File: src/rtl/truth_table_bist.sv
// Purpose: BIST sweep of vectors 0..15 over three 4-input units, compared against a golden truth table.
// Latency: each vector is held SETTLE cycles and checked on the next one; done rises (k+1)*(SETTLE+1)+1 cycles after start.
// Backpressure: none; start is honoured only in IDLE/DONE and ignored while busy.
// Ports: clk/rst (async active-high); start; out_g/out_d/out_b from the units under test;
//        vec drives the units; busy/done/pass/fail_vec/fail_code report status (all registered).
module truth_table_bist #(
    parameter int          WIDTH    = 4,
    parameter logic [15:0] MINTERMS = 16'hC0A0,
    parameter int          SETTLE   = 5
) (
    input  logic             clk,
    input  logic             rst,
    input  logic             start,
    input  logic             out_g,
    input  logic             out_d,
    input  logic             out_b,
    output logic [WIDTH-1:0] vec,
    output logic             busy,
    output logic             done,
    output logic             pass,
    output logic [WIDTH-1:0] fail_vec,
    output logic [2:0]       fail_code
);

    typedef enum logic [1:0] {IDLE, APPLY, CHECK, DONE} state_t;

    // The counter starts at 0 on APPLY entry, so its last settle cycle holds SETTLE-1.
    localparam logic [7:0]       SETTLE_LAST = 8'(SETTLE - 1);
    localparam logic [WIDTH-1:0] VEC_LAST    = '1;

    state_t     state;
    logic [7:0] settle_cnt;
    logic       exp_bit;
    logic [2:0] mism;

    // Sampled only in CHECK; vec has been stable for the whole settle window by then.
    assign exp_bit = MINTERMS[vec];
    assign mism    = {out_g != exp_bit, out_d != exp_bit, out_b != exp_bit};

    always_ff @(posedge clk or posedge rst) begin
        if (rst) begin
            state      <= IDLE;
            settle_cnt <= '0;
            vec        <= '0;
            busy       <= 1'b0;
            done       <= 1'b0;
            pass       <= 1'b0;
            fail_vec   <= '0;
            fail_code  <= '0;
        end else begin
            case (state)
                IDLE, DONE: begin
                    // A restart from DONE wipes the previous result before the new sweep.
                    if (start) begin
                        state      <= APPLY;
                        vec        <= '0;
                        settle_cnt <= '0;
                        busy       <= 1'b1;
                        done       <= 1'b0;
                        pass       <= 1'b0;
                        fail_vec   <= '0;
                        fail_code  <= '0;
                    end
                end
                APPLY: begin
                    settle_cnt <= settle_cnt + 8'd1;
                    if (settle_cnt == SETTLE_LAST) begin
                        state <= CHECK;
                    end
                end
                CHECK: begin
                    if (mism != 3'b000) begin
                        state     <= DONE;
                        busy      <= 1'b0;
                        done      <= 1'b1;
                        pass      <= 1'b0;
                        fail_vec  <= vec;
                        fail_code <= mism;
                    end else if (vec == VEC_LAST) begin
                        state <= DONE;
                        busy  <= 1'b0;
                        done  <= 1'b1;
                        pass  <= 1'b1;
                    end else begin
                        state      <= APPLY;
                        vec        <= vec + 1'b1;
                        settle_cnt <= '0;
                    end
                end
                default: state <= IDLE;
            endcase
        end
    end

endmodule

File: config.mk
export PLATFORM = sky130hd
export DESIGN_NAME = truth_table_bist
export DESIGN_NICKNAME = d
export VERILOG_FILES = /design/src/rtl/truth_table_bist.sv
export SDC_FILE = /design/constraint.sdc
export NUM_CORES = 1
export LEC_CHECK = 0
export BUFFER_PORTS_ARGS = -buffer_cell sky130_fd_sc_hd__buf_4
export CORE_MARGIN = 2
export CORE_UTILIZATION = 25
export DETAILED_ROUTE_END_ITERATION = 10
export HOLD_SLACK_MARGIN = 0.08
export SYNTH_ARGS = -nofsm -noshare
export SYNTH_HDL_FRONTEND = slang
export SYNTH_SLANG_ARGS = --single-unit
File: constraint.sdc
create_clock -name clk -period 2 [get_ports clk]
set_input_delay 0.5 -clock clk [delete_from_list [all_inputs] [get_ports clk]]
set_output_delay 0.5 -clock clk [all_outputs]
set_load 0.01 [all_outputs]
# [Word-level counts from Yosys, hierarchy flattened]
# Memory sizes are Yosys's and may differ from the RTL's.
# Index checks and enable logic that the tools add are counted.
[classes] n_addsub=2 magnitude_cmp=1 n_eq_ne=14 n_mux=29 reduce_logical=9
[op_table] cell="8-bit two-way mux" count=3
[op_table] cell="8-bit case mux with 3 select lines" count=1
[op_table] cell="4-bit two-way mux" count=4
[op_table] cell="4-bit case mux with 2 select lines" count=2
[op_table] cell="2-bit inequality test, second input constant" count=5
[op_table] cell="3-bit AND reduction" count=3
[op_table] cell="8-bit by 1-bit adder with 8-bit output, second input constant" count=1
[op_table] cell="8-bit by 3-bit == test with 1-bit output, second input constant" count=1
[op_table] cell="1-bit two-way mux" count=8
[op_table] cell="2-bit two-way mux" count=4
[op_table] cell="3-bit two-way mux" count=2
[op_table] cell="1-bit case mux with 2 select lines" count=3
[op_table] cell="2-bit case mux with 3 select lines" count=1
[op_table] cell="3-bit case mux with 2 select lines" count=1
[op_table] cell="4-bit by 5-bit < comparator with 1-bit output, second input constant" count=1
[op_table] cell="4-bit by 1-bit adder with 4-bit output, second input constant" count=1
[op_table] cell="2-bit == test, second input constant" count=2
[op_table] cell="4-bit == test, second input constant" count=1
[op_table] cell="4-bit AND reduction" count=1
[op_table] cell="1-bit inequality test" count=3
[op_table] cell="3-bit inequality test, second input constant" count=1
[op_table] cell="3-bit nonzero test" count=1
[op_table] cell="2-bit by 1-bit == test with 1-bit output, second input constant" count=1
[op_table] cell="2-bit logical NOT" count=1
[op_table] cell="other kinds (3)" count=3
[totals] regBits=24 romBits=16 out_inout_bits=14 elab_cells=64 n_memories=1
[mem_list] memory="(no name shown)" words=16 width=1 rd=1 rd_ports_with_merged_regs=0 wr=0 line_no="37" source="assign exp_bit = MINTERMS[vec];"

# [Depth between registers and ports, before layout]
# Gate-level depths: netlist (run 1).
[depth] ltp_word=6 mapped_depth=8 mapped_depth_nobuf=7

# [Least setup slack after synthesis (run 1)]
# No wires, ideal clock.
[synth_timing] kind="register -> register" startpoint="register state[0]" endpoint="register fail_code[0]" setup_ps=125 arrival_time_ps=1976 setup_slack_ps=-101 stages_incl_launch_ff=8 n_path_buf=1 synth_period_minus_slack_ps=2101 path_cell_list="dfrtp_1 -> inv_1 -> ha_1 -> or2b_1 -> o21ai_0 -> a221oi_1 -> buf_2 -> mux2_2"
[synth_between] elab_chain_len=4 elab_cells_between_ends=9 classes_between="eq/ne (4); mux (1); reduce/logical (4)"
[synth_rtl] element="from (decl)" line_no="31" source="state_t state;"
[synth_rtl] element="from (signal assigned)" line_no="42" source="state <= IDLE;"
[synth_rtl] element="from (signal assigned)" line_no="55" source="state <= APPLY;"
[synth_rtl] element="from (signal assigned)" line_no="68" source="state <= CHECK;"
[synth_rtl] element="2-bit == test or 2-bit logical NOT (tied branches)" line_no="51" source="case (state)"
[synth_rtl] element="2-bit OR reduction" line_no="51"
[synth_rtl] element="2-bit inequality test (no line) or 2-bit nonzero test (tied branches)"
[synth_rtl] element="3-bit AND reduction (no line)"
[synth_rtl] element="to (signal assigned)" line_no="78" source="fail_code <= mism;"
[synth_rtl] element="to (decl)" line_no="22" source="output logic [2:0] fail_code"
# Several ways; a longest one is shown, not always the timed one.
# A chain may end at the register's enable or synchronous reset.

# [Worst setup path in the final report (run 1)]
[layout_timing] startpoint="register state[0]" endpoint="register fail_vec[2]"
[layout_between] elab_chain_len=4 elab_cells_between_ends=9 classes_between="eq/ne (4); mux (1); reduce/logical (4)"
[layout_rtl] element="2-bit == test or 2-bit logical NOT (tied branches)" line_no="51"
[layout_rtl] element="2-bit OR reduction" line_no="51"
[layout_rtl] element="2-bit inequality test (no line) or 2-bit nonzero test (tied branches)"
[layout_rtl] element="3-bit AND reduction (no line)"
[layout_rtl] element="to (signal assigned)" line_no="77" source="fail_vec <= vec;"
[layout_rtl] element="to (decl)" line_no="21" source="output logic [WIDTH-1:0] fail_vec,"
# Several ways; a longest one is shown, not always the timed one.

==> results of run 1 <==
metrics by stage:
step / power, mW / instance area [um^2]
6_report: 1.65 / 1850
5_1_grt: 1.78 / 1850
4_1_cts: 1.66 / 1830
3_5_place_dp: 1.32 / 1780
3_3_place_gp: 1.30 / 1780
2_1_floorplan: 1.08 / 1430
synthesized netlist by cell type (3+ instances only):
| library cell | number | area, um^2 |
|---|---|---|
| o31ai_2 | 3 | 37.5 |
| xor2_1 | 3 | 26.3 |
| and3_1 | 3 | 18.8 |
| dfrtp_1 | 24 | 601 |
| nor2_1 | 12 | 45.0 |
| mux2_2 | 4 | 45.0 |
| nand3_1 | 9 | 45.0 |
| a21oi_1 | 5 | 25.0 |
| o21ai_0 | 16 | 80.1 |
| inv_1 | 13 | 48.8 |
| ha_1 | 6 | 75.1 |
| nand2_1 | 9 | 33.8 |
| nor3_1 | 3 | 15.0 |
cell families (layout without fill, tap and decap cells):
family          count (synthesis)  in the layout  share of synthesized area
compound gates                 41             41                      0.216
xor+xnor                        3              3                     0.0186
simple gates                   50             50                      0.182
mux                             6              6                     0.0495
buf+inv                        17             55                     0.0566
fa+ha+maj                       6              6                     0.0530
flops                          24             24                      0.424
power groups by stage:
stage,Sequential [mW],Clock [mW],Combinational (mW)
finish,0.583,0.338,0.727
global route,0.594,0.363,0.818
CTS,0.583,0.349,0.726
detailed placement,0.593,0,0.723
global placement,0.593,0,0.710
floorplan,0.598,0,0.479
state kept, by name, indices dropped and copies added (netlist names):
register	count
settle_cnt	8
fail_vec	4
vec	4
fail_code	3
state	2
busy	1
done	1
pass	1
per-layer routing:
metal	track usage	wire (um)
met1	0.141	1530
met2	0.184	1500
met3	0.0284	93
met4	0.0138	0
met5	0	0
cell type report:
type                            instances  area (um^2)  area share
Multi-Input combinational cell        106          773       0.417
Inverter                               13         48.8      0.0263
Timing Repair Buffer                   38          285       0.154
Sequential cell                        24          601       0.324
Clock buffer                            4         55.1      0.0297
Tap cell                               72         90.1      0.0486
cells in the final DEF, fill, tap and decap left out, drive strengths merged, types with 3 or more instances in the layout:
cell type,Yosys,layout
a21oi,5,5
and3,3,3
buf,3,38
clkbuf,1,4
dfrtp,24,24
ha,6,6
inv,13,13
mux2,5,5
nand2,9,9
nand3,9,9
nor2,12,12
nor3,4,4
o21ai,17,17
o31ai,4,4
xor2,3,3
worst max-delay path by stage:
stage | from | to
final | state[0]$_DFFE_PP0P_ | fail_vec[2]$_DFFE_PP0P_
after global routing | state[0]$_DFFE_PP0P_ | fail_vec[2]$_DFFE_PP0P_
after CTS | state[0]$_DFFE_PP0P_ | fail_vec[2]$_DFFE_PP0P_
after detailed placement | out_d | settle_cnt[3]$_DFFE_PP0P_
after global placement | out_d | settle_cnt[4]$_DFFE_PP0P_
after floorplan | state[0]$_DFFE_PP0P_ | fail_code[0]$_DFFE_PP0P_
worst reg2reg max path, stage by stage (launching register included):
cell	delay, ns
dfrtp_1	0.39
inv_1	0.09
ha_4	0.21
or2b_4	0.19
o21ai_0	0.16
a221oi_2	0.24
buf_4	0.19
mux2_2	0.33
==> metrics.txt, run 1 <==
outcome=completed; Reg2Reg Setup Slack=0.09 ns; #FFs+latches synth=24; Gate power share=0.441; cell count after synthesis=147; Setup Fix Bufs, Post-CTS=0; FP Rows=27; Initial Util=0.259; Max Clk Rate=525 MHz; Sw Ratio=0.365; Post-Route WL=3120 um; # setup viols final=0; Net Count, Synth=159; Max clock buf depth=2; CTS resizes=0; number of flops mapped to enable cells by yosys=0; routed length per placed instance=12.1 um; Critical Path, Cell by Cell=inv_1 -> ha_4 -> or2b_4 -> o21ai_0 -> a221oi_2 -> buf_4 -> mux2_2; Crit Path Category=reg -> reg; syn_area_per_cell=9.63 um^2; Pins Over Slew Limit=0; Cell variety after synth=45; setup TNS=0 ns; Worst Path Max Fanout=7; Layout Skew=0.000933 ns; total grt overflow=0; synth warn=0; Hold Path Class=in -> async; 1st-pass router iterations=4; LEAKAGE=0.838 nW; number of global-route vias before repair=1223; Cell Pwr Density=889 nW/um^2; clock latency on the worst-skew pair=0.26 ns; Period minus WS final=1.91 ns; IO Count=20; CTS tree=yes; first-pass GRT wire length=5500 um; Final nets=198; startpoint types=register; Seq pwr share=0.354; Area Overhead vs Synth=30.9%; vias per std cell=4.63; Reg2Reg Depth=7; NetSw=601 uW; DP Wirelength=2300 um; Mapped Area=1420 um^2; peak supply drop=438 uV; root buffer cell=clkbuf_8; initial antenna violation count=0; Hold Fails Final Rpt=0; Rel. slew slack=0.715; final worst setup slack=0.0942 ns; Die Area=6280 um^2; max-cap violations=0; fill cell count=583; Place WS=-0.0575 ns; critical path data required time=2.16 ns; slowest stage delay, CP=0.39 ns; Ant. Diodes=0; H-tree Lvls=1; Clock power frac=0.205; Critical Path Sink Type=register; Final Cycle Share=0.953; Via Count=1190; Internal=1.05 mW; worst-margin pin slew=0.423 ns; Post-route DRC=0; pin count of the biggest net entering global routing=25; Stages on worst setup path=7; CP max-delay cell=dfrtp_1; Die Span Y=79.2 um; Seq/Total Area, Yosys=0.424; ANT nets after route=0; Num CTS Buffers=3; hold buffer count at CTS=0; Non-Filler Instances=257; Die X=79.2 um; cell family with the largest share of critical-path delay=compound AO/OA/AOI/OAI gates; RePlAce Congestion=0.781; fraction of layout cells with a size suffix above 1=0.330; Critical R2R Launch=state[0]$_DFFE_PP0P_; clk sinks=24; Placed Cells=253; CP arrival=2.07 ns; clock-pin slew on the worst setup and hold paths=0.09 ns; FFs w/ async S/R, synth=1.00; Detailed Route Iter0 Violations=80; r2r endpoint=fail_vec[2]$_DFFE_PP0P_; Hold Slack=0.286 ns; global-route usage over all layers=0.108; I/O Buffers=19; final core occ=0.339; Worst Path Buf+Inv=2; Core ar.=5470 um^2; Top FF cell, synth=dfrtp_1
No activity file was read; power rests on OpenSTA's default activity.
==> run 2, diff against run 1 <==
Settings changed: CORE_ASPECT_RATIO from default to 0.7.
==> run 2 against run 1 <==
- worst hold slack got worse by 0.012 ns
- via count is 0.92% lower
- design area increased by 1.6%
==> metrics.txt, run 2 (synthesized netlist as in run 1, its figures left out) <==
ANT nets after route=0 (unchanged); max reg flops=8 (unchanged); H-tree Lvls=1 (unchanged); Core ar.=5340 um^2 (-2.4%); Max Clk Rate=520 MHz (-0.89%); Placed Cells=258 (+2.0%); Cell Pwr Density=919 nW/um^2 (+3.4%); clock-pin slew on the worst setup and hold paths=0.09 ns (about the same); Crit Path Category=reg -> reg; initial antenna violation count=0 (unchanged); root buffer cell=clkbuf_8; Pins Over Slew Limit=0 (unchanged); Post-route DRC=0 (unchanged); Period minus WS final=1.92 ns (+0.0172 ns); total grt overflow=0 (unchanged); Initial Util=0.265 (+0.00642); Via Count=1179 (-0.92%); fraction of layout cells with a size suffix above 1=0.342 (+0.0124); Die X=93.9 um (+19%); number of global-route vias before repair=1113 (-9.0%); Layout Skew=0.0113 ns (+0.0104 ns); startpoint types=register; global-route usage over all layers=0.117 (+0.00949); max-cap violations=0 (unchanged); vias per std cell=4.50 (-2.8%); worst-margin pin slew=0.331 ns (-0.0927 ns); CP arrival=2.09 ns (+0.02 ns); peak supply drop=479 uV (+9.3%); Critical Path, Cell by Cell=buf_4 -> mux2i_1 -> nor2_1 -> a221oi_2 -> buf_4 -> mux2_2; placed cell area=1810 um^2 (+2.1%); CTS tree=yes; final worst setup slack=0.0770 ns (-0.0172 ns); most common cell after layout, fill and taps aside=buf_4; RePlAce Congestion=0.805 (+3.2%); clock latency on the worst-skew pair=0.27 ns (about the same); clk sinks=24 (unchanged); FP Rows=22 (-19%); critical path data required time=2.17 ns (about the same); pin count of the biggest net entering global routing=25 (unchanged); Num CTS Buffers=3 (unchanged); outcome=completed; DP Wirelength=2550 um (+10%); Rel. slew slack=0.773 (+0.0585); 1st-pass router iterations=4 (unchanged); Hold Fails Final Rpt=0 (unchanged); Area Overhead vs Synth=33.1%; Die Area=6290 um^2 (+0.15%); final core occ=0.353 (+0.0140); Ant. Diodes=0 (unchanged); Post-Route WL=3280 um (+5.2%); most frequent cells in the layout=buf_4 (43), dfrtp_1 (24), o21ai_0 (15); Detailed Route Iter0 Violations=59 (-26%); routed length per placed instance=12.5 um (+3.2%); I/O Buffers=19 (unchanged); Biggest register=settle_cnt; hold buffer count at CTS=0 (unchanged); CP max-delay cell=dfrtp_1; Non-Filler Instances=262 (+1.9%); CTS resizes=1 (+1); post-route cell area=1880 um^2 (+1.6%); # setup viols final=0 (unchanged); Final nets=203 (+2.5%); Reg2Reg Depth=6 (-1); IO Count=20 (unchanged); top flop regs=settle_cnt: 8 flops, fail_vec: 4 flops, vec: 4 flops; LEAKAGE=0.866 nW (+3.3%); Place WS=-0.0687 ns (-0.0112 ns); unrepaired setup endpoints after global routing=false; Critical Path Sink Type=register; most repeated library cell on the critical path=buf_4; Tot Pwr=1.73 mW (+5.0%); Hold Path Class=in -> async; Max clock buf depth=2 (unchanged); Final Cycle Share=0.961 (+0.00858); Worst Path Max Fanout=6 (-1); slowest stage delay, CP=0.39 ns (about the same); Die Span Y=66.9 um (-16%); first-pass GRT wire length=5670 um (+3.1%); Setup Fix Bufs, Post-CTS=0 (unchanged)
run 2: layer usage:
metal  track usage  wire [um]  part of all wire
met1         0.186       1790              0.55
met5             0          0                 0
met2         0.154       1300              0.40
met4        0.0272          0                 0
met3        0.0283        191             0.058
run 2: final timing paths:
path / start / slack (ns) / end
max: vec[1]$_DFFE_PP0P_ / 0.08 / fail_vec[2]$_DFFE_PP0P_
min: rst / 0.27 / vec[3]$_DFFE_PP0P_
max reg2reg: vec[1]$_DFFE_PP0P_ / 0.08 / fail_vec[2]$_DFFE_PP0P_
min reg2reg: fail_code[0]$_DFFE_PP0P_ / 0.52 / fail_code[0]$_DFFE_PP0P_
max in group asynchronous: rst / 1.48 / settle_cnt[0]$_DFFE_PP0P_
min in group clk: fail_code[0]$_DFFE_PP0P_ / 0.52 / fail_code[0]$_DFFE_PP0P_
run 2: layout make-up:
class	count	area, um^2
multi-input cells	106	766
inverters	13	48.8
repair buffers	43	323
clock buffers	4	55.1
well taps	72	90.1
flip-flops and latches	24	601
fillers	566	3460
run 2: report_power, final:
part | internal (mW) | switching [mW] | total, mW
Sequential | 0.538 | 0.0440 | 0.582
Combinational | 0.392 | 0.424 | 0.816
Clock | 0.176 | 0.157 | 0.333
run 2: through the flow:
| step | setup TNS, ns | hold WS, ns |
|---|---|---|
| 5_1_grt | 0 | 0.301 |
| 3_3_place_gp | -0.0665 | 0.500 |
| 3_5_place_dp | -0.236 | 0.500 |
| 4_1_cts | 0 | 0.277 |
| 2_1_floorplan | 0 | 0.481 |
| 6_report | 0 | 0.273 |
run 2: critical path: cells and delay by family, from the launching register on:
kind	cells	cell delay, ns
mux	2	0.62
flops	1	0.39
buf+inv	2	0.36
compound gates	1	0.33
simple gates	1	0.11
